<file path="config.mk">
export PLATFORM = sky130hd
export DESIGN_NAME = d7s_scan_decoder_flat
export DESIGN_NICKNAME = d
export VERILOG_FILES = /design/src/rtl/d7s_pkg.sv /design/src/rtl/d7s_scan_decoder_if.sv /design/src/rtl/d7s_seg_decode.sv /design/src/rtl/d7s_scan_decoder.sv /design/src/flat_wrapper.sv
export SDC_FILE = /design/constraint.sdc
export NUM_CORES = 1
export LEC_CHECK = 0
export CAP_MARGIN = 20
export CORE_MARGIN = 8
export CORE_UTILIZATION = 34
export DETAILED_ROUTE_END_ITERATION = 10
export SYNTH_ARGS = -nofsm -noshare
export SYNTH_HDL_FRONTEND = slang
export SYNTH_SLANG_ARGS = --single-unit
</file>
<file path="constraint.sdc">
create_clock -name clk -period 3.5 [get_ports clk]
set_clock_uncertainty 0.2 [all_clocks]
set_input_delay 0.875 -clock clk [delete_from_list [all_inputs] [get_ports clk]]
set_output_delay 0.875 -clock clk [all_outputs]
set_load 0.02 [all_outputs]
</file>
<file path="src/rtl/d7s_pkg.sv">
// Shared constants for the seven-segment scan path: segment bit positions,
// canonical digit patterns (gfedcba), digit slot indices and accept classes.
package d7s_pkg;

    localparam int unsigned SEG_A = 0;
    localparam int unsigned SEG_B = 1;
    localparam int unsigned SEG_C = 2;
    localparam int unsigned SEG_D = 3;
    localparam int unsigned SEG_E = 4;
    localparam int unsigned SEG_F = 5;
    localparam int unsigned SEG_G = 6;

    localparam logic [6:0] SEG_CODE_0 = 7'h3F;
    localparam logic [6:0] SEG_CODE_1 = 7'h06;
    localparam logic [6:0] SEG_CODE_2 = 7'h5B;
    localparam logic [6:0] SEG_CODE_3 = 7'h4F;
    localparam logic [6:0] SEG_CODE_4 = 7'h66;
    localparam logic [6:0] SEG_CODE_5 = 7'h6D;
    localparam logic [6:0] SEG_CODE_6 = 7'h7D;
    localparam logic [6:0] SEG_CODE_7 = 7'h07;
    localparam logic [6:0] SEG_CODE_8 = 7'h7F;
    localparam logic [6:0] SEG_CODE_9 = 7'h6F;

    localparam int unsigned DIG_UNITS    = 0;
    localparam int unsigned DIG_TENS     = 1;
    localparam int unsigned DIG_HUNDREDS = 2;
    localparam int unsigned NUM_DIGITS   = 3;

    // What a settled scan slot turned out to be.
    typedef enum logic [1:0] {
        ACC_NONE,    // no accept this cycle, or a blanking interval
        ACC_MULTI,   // more than one digit line active
        ACC_DIGIT,   // one digit line, canonical pattern
        ACC_BADSEG   // one digit line, non-digit pattern
    } acc_kind_t;

    function automatic logic is_onehot(input logic [NUM_DIGITS-1:0] v);
        return ($countones(v) == 1);
    endfunction

endpackage

</file>
<file path="src/rtl/d7s_scan_decoder_if.sv">
// Bundle of the scan inputs and decoded-frame outputs of d7s_scan_decoder.
interface d7s_scan_decoder_if;
    import d7s_pkg::*;

    logic [NUM_DIGITS-1:0]   transistor;
    logic [6:0]              d7sp;
    logic                    err_clr;
    logic [4*NUM_DIGITS-1:0] bcd_out;
    logic                    frame_valid;
    logic [7:0]              frame_cnt;
    logic                    err_seg;
    logic                    err_multi;

    modport master (
        output transistor, d7sp, err_clr,
        input  bcd_out, frame_valid, frame_cnt, err_seg, err_multi
    );

    modport slave (
        input  transistor, d7sp, err_clr,
        output bcd_out, frame_valid, frame_cnt, err_seg, err_multi
    );

endinterface

</file>
<file path="src/rtl/d7s_seg_decode.sv">
// Combinational seven-segment to BCD decoder; only canonical patterns are valid.
module d7s_seg_decode
    import d7s_pkg::*;
(
    input  logic [SEG_G:SEG_A] pattern,
    output logic [3:0]         digit,
    output logic               valid
);

    // Map each canonical pattern to its digit; anything else is flagged invalid.
    always_comb begin
        digit = '0;
        valid = 1'b1;
        case (pattern)
            SEG_CODE_0: digit = 4'd0;
            SEG_CODE_1: digit = 4'd1;
            SEG_CODE_2: digit = 4'd2;
            SEG_CODE_3: digit = 4'd3;
            SEG_CODE_4: digit = 4'd4;
            SEG_CODE_5: digit = 4'd5;
            SEG_CODE_6: digit = 4'd6;
            SEG_CODE_7: digit = 4'd7;
            SEG_CODE_8: digit = 4'd8;
            SEG_CODE_9: digit = 4'd9;
            default:    valid = 1'b0;
        endcase
    end

endmodule

</file>
<file path="src/rtl/d7s_scan_decoder.sv">
// Receive side of the multiplexed 3-digit display: synchronizes the digit
// select and segment lines, waits for each scan slot to settle, decodes it and
// publishes a complete {hundreds,tens,units} BCD frame once all digits are seen.
module d7s_scan_decoder
    import d7s_pkg::*;
#(
    parameter int unsigned SETTLE         = 4,
    parameter bit          SEG_ACTIVE_LOW = 1'b0,
    parameter bit          SEL_ACTIVE_LOW = 1'b0
) (
    input  logic                clk,
    input  logic                rst,
    d7s_scan_decoder_if.slave   bus
);

    localparam int unsigned IN_W  = NUM_DIGITS + 7;
    localparam int unsigned CNT_W = (SETTLE < 1) ? 1 : $clog2(SETTLE + 1);

    localparam logic [IN_W-1:0] POL_MASK =
        {{NUM_DIGITS{SEL_ACTIVE_LOW}}, {7{SEG_ACTIVE_LOW}}};

    logic [IN_W-1:0]                  sync1;
    logic [IN_W-1:0]                  sync2;
    logic [IN_W-1:0]                  s;
    logic [IN_W-1:0]                  s_prev;
    logic [CNT_W-1:0]                 settle_cnt;
    logic                             stable;
    logic                             accept;
    logic [NUM_DIGITS-1:0]            sel;
    logic [6:0]                       pattern;
    logic [3:0]                       dec_digit;
    logic                             dec_valid;
    acc_kind_t                        acc_kind;
    logic [NUM_DIGITS-1:0][3:0]       slot;
    logic [NUM_DIGITS-1:0][3:0]       slot_next;
    logic [NUM_DIGITS-1:0]            seen;
    logic                             frame_done;
    logic [4*NUM_DIGITS-1:0]          bcd_q;
    logic                             frame_valid_q;
    logic [7:0]                       frame_cnt_q;
    logic                             err_seg_q;
    logic                             err_multi_q;

    // Two-flop synchronizer on the raw display lines.
    always_ff @(posedge clk or posedge rst) begin
        if (rst) begin
            sync1 <= '0;
            sync2 <= '0;
        end else begin
            sync1 <= {bus.transistor, bus.d7sp};
            sync2 <= sync1;
        end
    end

    // Polarity correction after synchronization, then split into select and segments.
    always_comb begin
        s       = sync2 ^ POL_MASK;
        sel     = s[IN_W-1 -: NUM_DIGITS];
        pattern = s[6:0];
        stable  = (s == s_prev);
        accept  = stable && (settle_cnt == CNT_W'(SETTLE - 1));
    end

    // Settle counter: restarts on any change, saturates at SETTLE so one
    // stable interval yields exactly one accept.
    always_ff @(posedge clk or posedge rst) begin
        if (rst) begin
            s_prev     <= '0;
            settle_cnt <= '0;
        end else begin
            s_prev <= s;
            if (!stable) begin
                settle_cnt <= '0;
            end else if (settle_cnt != CNT_W'(SETTLE)) begin
                settle_cnt <= settle_cnt + 1'b1;
            end
        end
    end

    d7s_seg_decode u_seg_decode (
        .pattern (pattern),
        .digit   (dec_digit),
        .valid   (dec_valid)
    );

    // Classify the accepted slot and build the slot contents including any new digit.
    always_comb begin
        acc_kind   = ACC_NONE;
        slot_next  = slot;
        frame_done = 1'b0;
        if (accept && (sel != '0)) begin
            if (!is_onehot(sel)) begin
                acc_kind = ACC_MULTI;
            end else if (dec_valid) begin
                acc_kind = ACC_DIGIT;
            end else begin
                acc_kind = ACC_BADSEG;
            end
        end
        if (acc_kind == ACC_DIGIT) begin
            for (int unsigned i = 0; i < NUM_DIGITS; i++) begin
                if (sel[i]) begin
                    slot_next[i] = dec_digit;
                end
            end
            frame_done = ((seen | sel) == '1);
        end
    end

    // Slot storage, frame publication and frame counter.
    always_ff @(posedge clk or posedge rst) begin
        if (rst) begin
            slot          <= '0;
            seen          <= '0;
            bcd_q         <= '0;
            frame_valid_q <= 1'b0;
            frame_cnt_q   <= '0;
        end else begin
            slot          <= slot_next;
            frame_valid_q <= frame_done;
            if (frame_done) begin
                bcd_q       <= slot_next;
                frame_cnt_q <= frame_cnt_q + 8'd1;
                seen        <= '0;
            end else if (acc_kind == ACC_DIGIT) begin
                seen <= seen | sel;
            end
        end
    end

    // Sticky error flags; a new error in the clearing cycle keeps the flag set.
    always_ff @(posedge clk or posedge rst) begin
        if (rst) begin
            err_seg_q   <= 1'b0;
            err_multi_q <= 1'b0;
        end else begin
            err_seg_q   <= (acc_kind == ACC_BADSEG) | (err_seg_q & ~bus.err_clr);
            err_multi_q <= (acc_kind == ACC_MULTI) | (err_multi_q & ~bus.err_clr);
        end
    end

    assign bus.bcd_out     = bcd_q;
    assign bus.frame_valid = frame_valid_q;
    assign bus.frame_cnt   = frame_cnt_q;
    assign bus.err_seg     = err_seg_q;
    assign bus.err_multi   = err_multi_q;

endmodule

</file>
<file path="src/flat_wrapper.sv">
// flat-port wrapper written by rule: the top's interface ports become plain ports
module d7s_scan_decoder_flat import d7s_pkg::*;
#(
    parameter int unsigned SETTLE         = 4,
    parameter bit          SEG_ACTIVE_LOW = 1'b0,
    parameter bit          SEL_ACTIVE_LOW = 1'b0
)
  (clk, rst, bus_transistor, bus_d7sp, bus_err_clr, bus_bcd_out, bus_frame_valid, bus_frame_cnt, bus_err_seg, bus_err_multi);
  d7s_scan_decoder_if bus_i ();
  input  logic clk;
  input  logic rst;
  input wire logic [$bits(bus_i.transistor)-1:0] bus_transistor;
  input wire logic [$bits(bus_i.d7sp)-1:0] bus_d7sp;
  input wire logic [$bits(bus_i.err_clr)-1:0] bus_err_clr;
  output wire logic [$bits(bus_i.bcd_out)-1:0] bus_bcd_out;
  output wire logic [$bits(bus_i.frame_valid)-1:0] bus_frame_valid;
  output wire logic [$bits(bus_i.frame_cnt)-1:0] bus_frame_cnt;
  output wire logic [$bits(bus_i.err_seg)-1:0] bus_err_seg;
  output wire logic [$bits(bus_i.err_multi)-1:0] bus_err_multi;
  assign bus_i.transistor = bus_transistor;
  assign bus_i.d7sp = bus_d7sp;
  assign bus_i.err_clr = bus_err_clr;
  assign bus_bcd_out = bus_i.bcd_out;
  assign bus_frame_valid = bus_i.frame_valid;
  assign bus_frame_cnt = bus_i.frame_cnt;
  assign bus_err_seg = bus_i.err_seg;
  assign bus_err_multi = bus_i.err_multi;
  d7s_scan_decoder #(.SETTLE(SETTLE), .SEG_ACTIVE_LOW(SEG_ACTIVE_LOW), .SEL_ACTIVE_LOW(SEL_ACTIVE_LOW)) u_core (.clk(clk), .rst(rst), .bus(bus_i));
endmodule
</file>
==> results.toml <==
[clocking]
postCtsHoldBufs = 0
cts_buffers = 9
root_buffer = "clkbuf_8"
clk_pin_slew_ns = 0.07
postCtsResizedCells = 0
clkSinkCount = 71
cts_tree = "built"
clk_latency_ns = 0.35
clockBufferDepth = 2
postCtsSetupBuffers = 0
htreeDepth = 3

[logic_synthesis]
yosys_warnings = 0
muxShareOfSynthArea = 0.1343
synth_adder_area_share = 0.03871
synth_compound_area_frac = 0.05121
syn_area_per_cell_um2 = 13.37
synth_edf_count = 0
synth-xor-area-share = 0.05081
async_reset_ff_frac = 1.000
synth_simple_gate_area_frac = 0.1073
netlist_area_mm2 = 0.003103
synth_commonest_cells = "71 x dfrtp_1, 25 x mux2_2, 14 x inv_1"
synth.most_common_cell = "dfrtp_1"
ys.flop_type = "dfrtp_1"
synth.distinct_cells = 39
ys_seq_elements = 71
syn-num-nets = 254
synth_area_leaders = "dfrtp_1 57%, mux2_2 9.1%, mux2_4 4.4%, xor2_1 3.4%, ha_1 3.2%"
netlist_instances = 232
seq_area_frac_synth = 0.5726
synth_top_cell_area_share = 0.5726
synth_top_family_by_area = "multiplexers"
synth_top_cell_by_area = "dfrtp_1"

[min_path]
hold_class = "flop to flop"
hold_path_startpoint = "u_core.sync1[1]"
whs_path_depth = 0
min_to = "u_core.s[1]"

[die]
die-width_um = 111.5
core_area_mm2 = 0.009065
start_util = 0.3423
rows = 35
dieArea_mm2 = 0.01244
boundaryPins = 36
die_h_um = 111.5

[route]
drtAntennaViolNets = 0
vias_per_cell = 4.861
wl_per_cell_um = 15.11
drt-pass1-iter-count = 4
drcViolationCount = 0
drt_wl_total_um = 5861
dr.first_iter.drc_count = 83
vias = 1886

[global_routing]
track_usage = 0.09872
antenna_found_initial = 0
grt_pass1_vias = 1818
grt_overflow = 0
grt_pass1_wl_um = 9432
grt_max_degree = 72

[placement]
dp_hpwl_um = 4016
globalplace.congestion = 0.7633
io_buffer_count = 35

[final_layout]
areaGrowthSynthToFinish_pct = 21.41
final_util = 0.4156
drive_gt1_frac = 0.2202
n_antenna_cell = 0
fillers = 849
fin_nets = 294

[sta]
fin_crit_sh = 0.8784
hold_viol = 0
whs_ns = 0.1491
max_slew_margin = 0.5562
layout_min_cycle_time_ns = 3.074
maxSlewViolCount = 0
max_freq_mhz = 325.3
rsz0062_at_grt = "false"
max_slew.worst_pin.slew_ns = 0.6596
setup_tns_ns = 0
setup_viol = 0

[critical_path]
reg2reg_depth = 8
slowest_stage = "dfrtp_1"
r2r_setup_slack_ns = 0.43
crit_fanout = 14
r2r-start = "u_core.s[9]"
critPathKind = "flop to flop"
crit_arrival_ns = 3.11
worstPathCellList = "inv_1 -> fa_1 -> nor3b_1 -> nand3_1 -> nor4bb_1 -> buf_4 -> nand3_4 -> mux2_4"
crit_buf_inv = 2
cp_top_family = "simple AND/OR/NAND/NOR gates"
worstPathRequired_ns = 3.53
startpoint_type = "flop"
slowest_delay_ns = 0.55
crit_path_end_kind = "flop"
r2r-end = "u_core.bus.bcd_out[5]"

[pwr]
p_per_area_mw_per_mm2 = 433.4
max-vdd-ir-drop_v = 0.0002102
power_leakage_nw = 1.734

[run]
maxCapViolCount = 0

[status]
run_status = "finished, final reports clean"
report_power, final:
part | internal [W] | switching, W
clock network | 0.000400 | 0.000299
registers | 0.000837 | 0.0000173
logic | 0.0000357 | 0.0000437
total | 0.00127 | 0.000360
logic make-up (layout without fill, tap and decap cells):
logic type	after synthesis	count (layout)
flip-flops	71	71
AND/OR/NAND/NOR	52	52
multiplexers	34	34
buffers and inverters	26	71
AO/OA/AOI/OAI	22	22
XOR/XNOR	18	18
adder cells (fa/ha/maj)	9	9
flip-flops by register name (all words and copies together), names as in the netlist:
register                cells
u_core.bus.err_seg          1
u_core.bus.err_multi        1
u_core.seen                 3
u_core.sync1               10
u_core.bus.frame_valid      1
u_core.slot                12
u_core.settle_cnt           3
u_core.s_prev              10
u_core.bus.frame_cnt        8
u_core.bus.bcd_out         12
u_core.s                   10
per-layer routing:
metal	up-vias	wire length, um	track usage
met5	-	0	0
met2	47	2545	0.1382
met1	932	2802	0.1272
li1	896	-	-
met3	11	382	0.04004
met4	0	130	0.05196
through the flow:
stage,worst slack [ns],std cells,total power (W),area [um^2]
2_1_floorplan,0.6085,232,0.0009225,3103
3_3_place_gp,0.4693,372,0.0009509,3562
3_5_place_dp,0.4184,372,0.0009528,3562
4_1_cts,0.3817,388,0.001655,3767
5_1_grt,0.2074,388,0.001705,3767
6_report,0.4257,388,0.001633,3767
worst max path at each step:
stage / end / slack, ns / cells after the start / from
finish: u_core.bus.bcd_out[5] / 0.43 / 8 / u_core.s[9]
global route: u_core.bus.bcd_out[6] / 0.21 / 8 / u_core.s[9]
CTS: u_core.bus.bcd_out[6] / 0.38 / 8 / u_core.s[9]
detailed placement: u_core.bus.bcd_out[7] / 0.42 / 8 / u_core.s[9]
global placement: u_core.bus.bcd_out[2] / 0.47 / 10 / u_core.s[7]
floorplan: u_core.bus.bcd_out[0] / 0.61 / 12 / u_core.s[8]
area by class of cell:
cell class / count / area, um^2 / share of cell area
flip-flops and latches: 71 / 1777 / 0.4716
clock inverters: 4 / 70.07 / 0.01860
repair buffers: 41 / 407.9 / 0.1083
clock buffers: 12 / 135.1 / 0.03587
multi-input cells: 135 / 1186 / 0.3148
well taps: 111 / 138.9 / 0.03686
inverters: 14 / 52.55 / 0.01395
layout by cell type (no fill, tap or decap), types with 6 or more instances in the layout:
cell type and instances:
a21oi_1 10, clkbuf_8 9, clkdlybuf4s50_1 35, dfrtp_1 71, ha_1 8, inv_1 13, mux2_2 25, mux2_4 9
nand2_1 6, nand3_1 13, xnor2_1 6, xor2_1 12
Note: power is estimated with default switching activity, not from simulation.
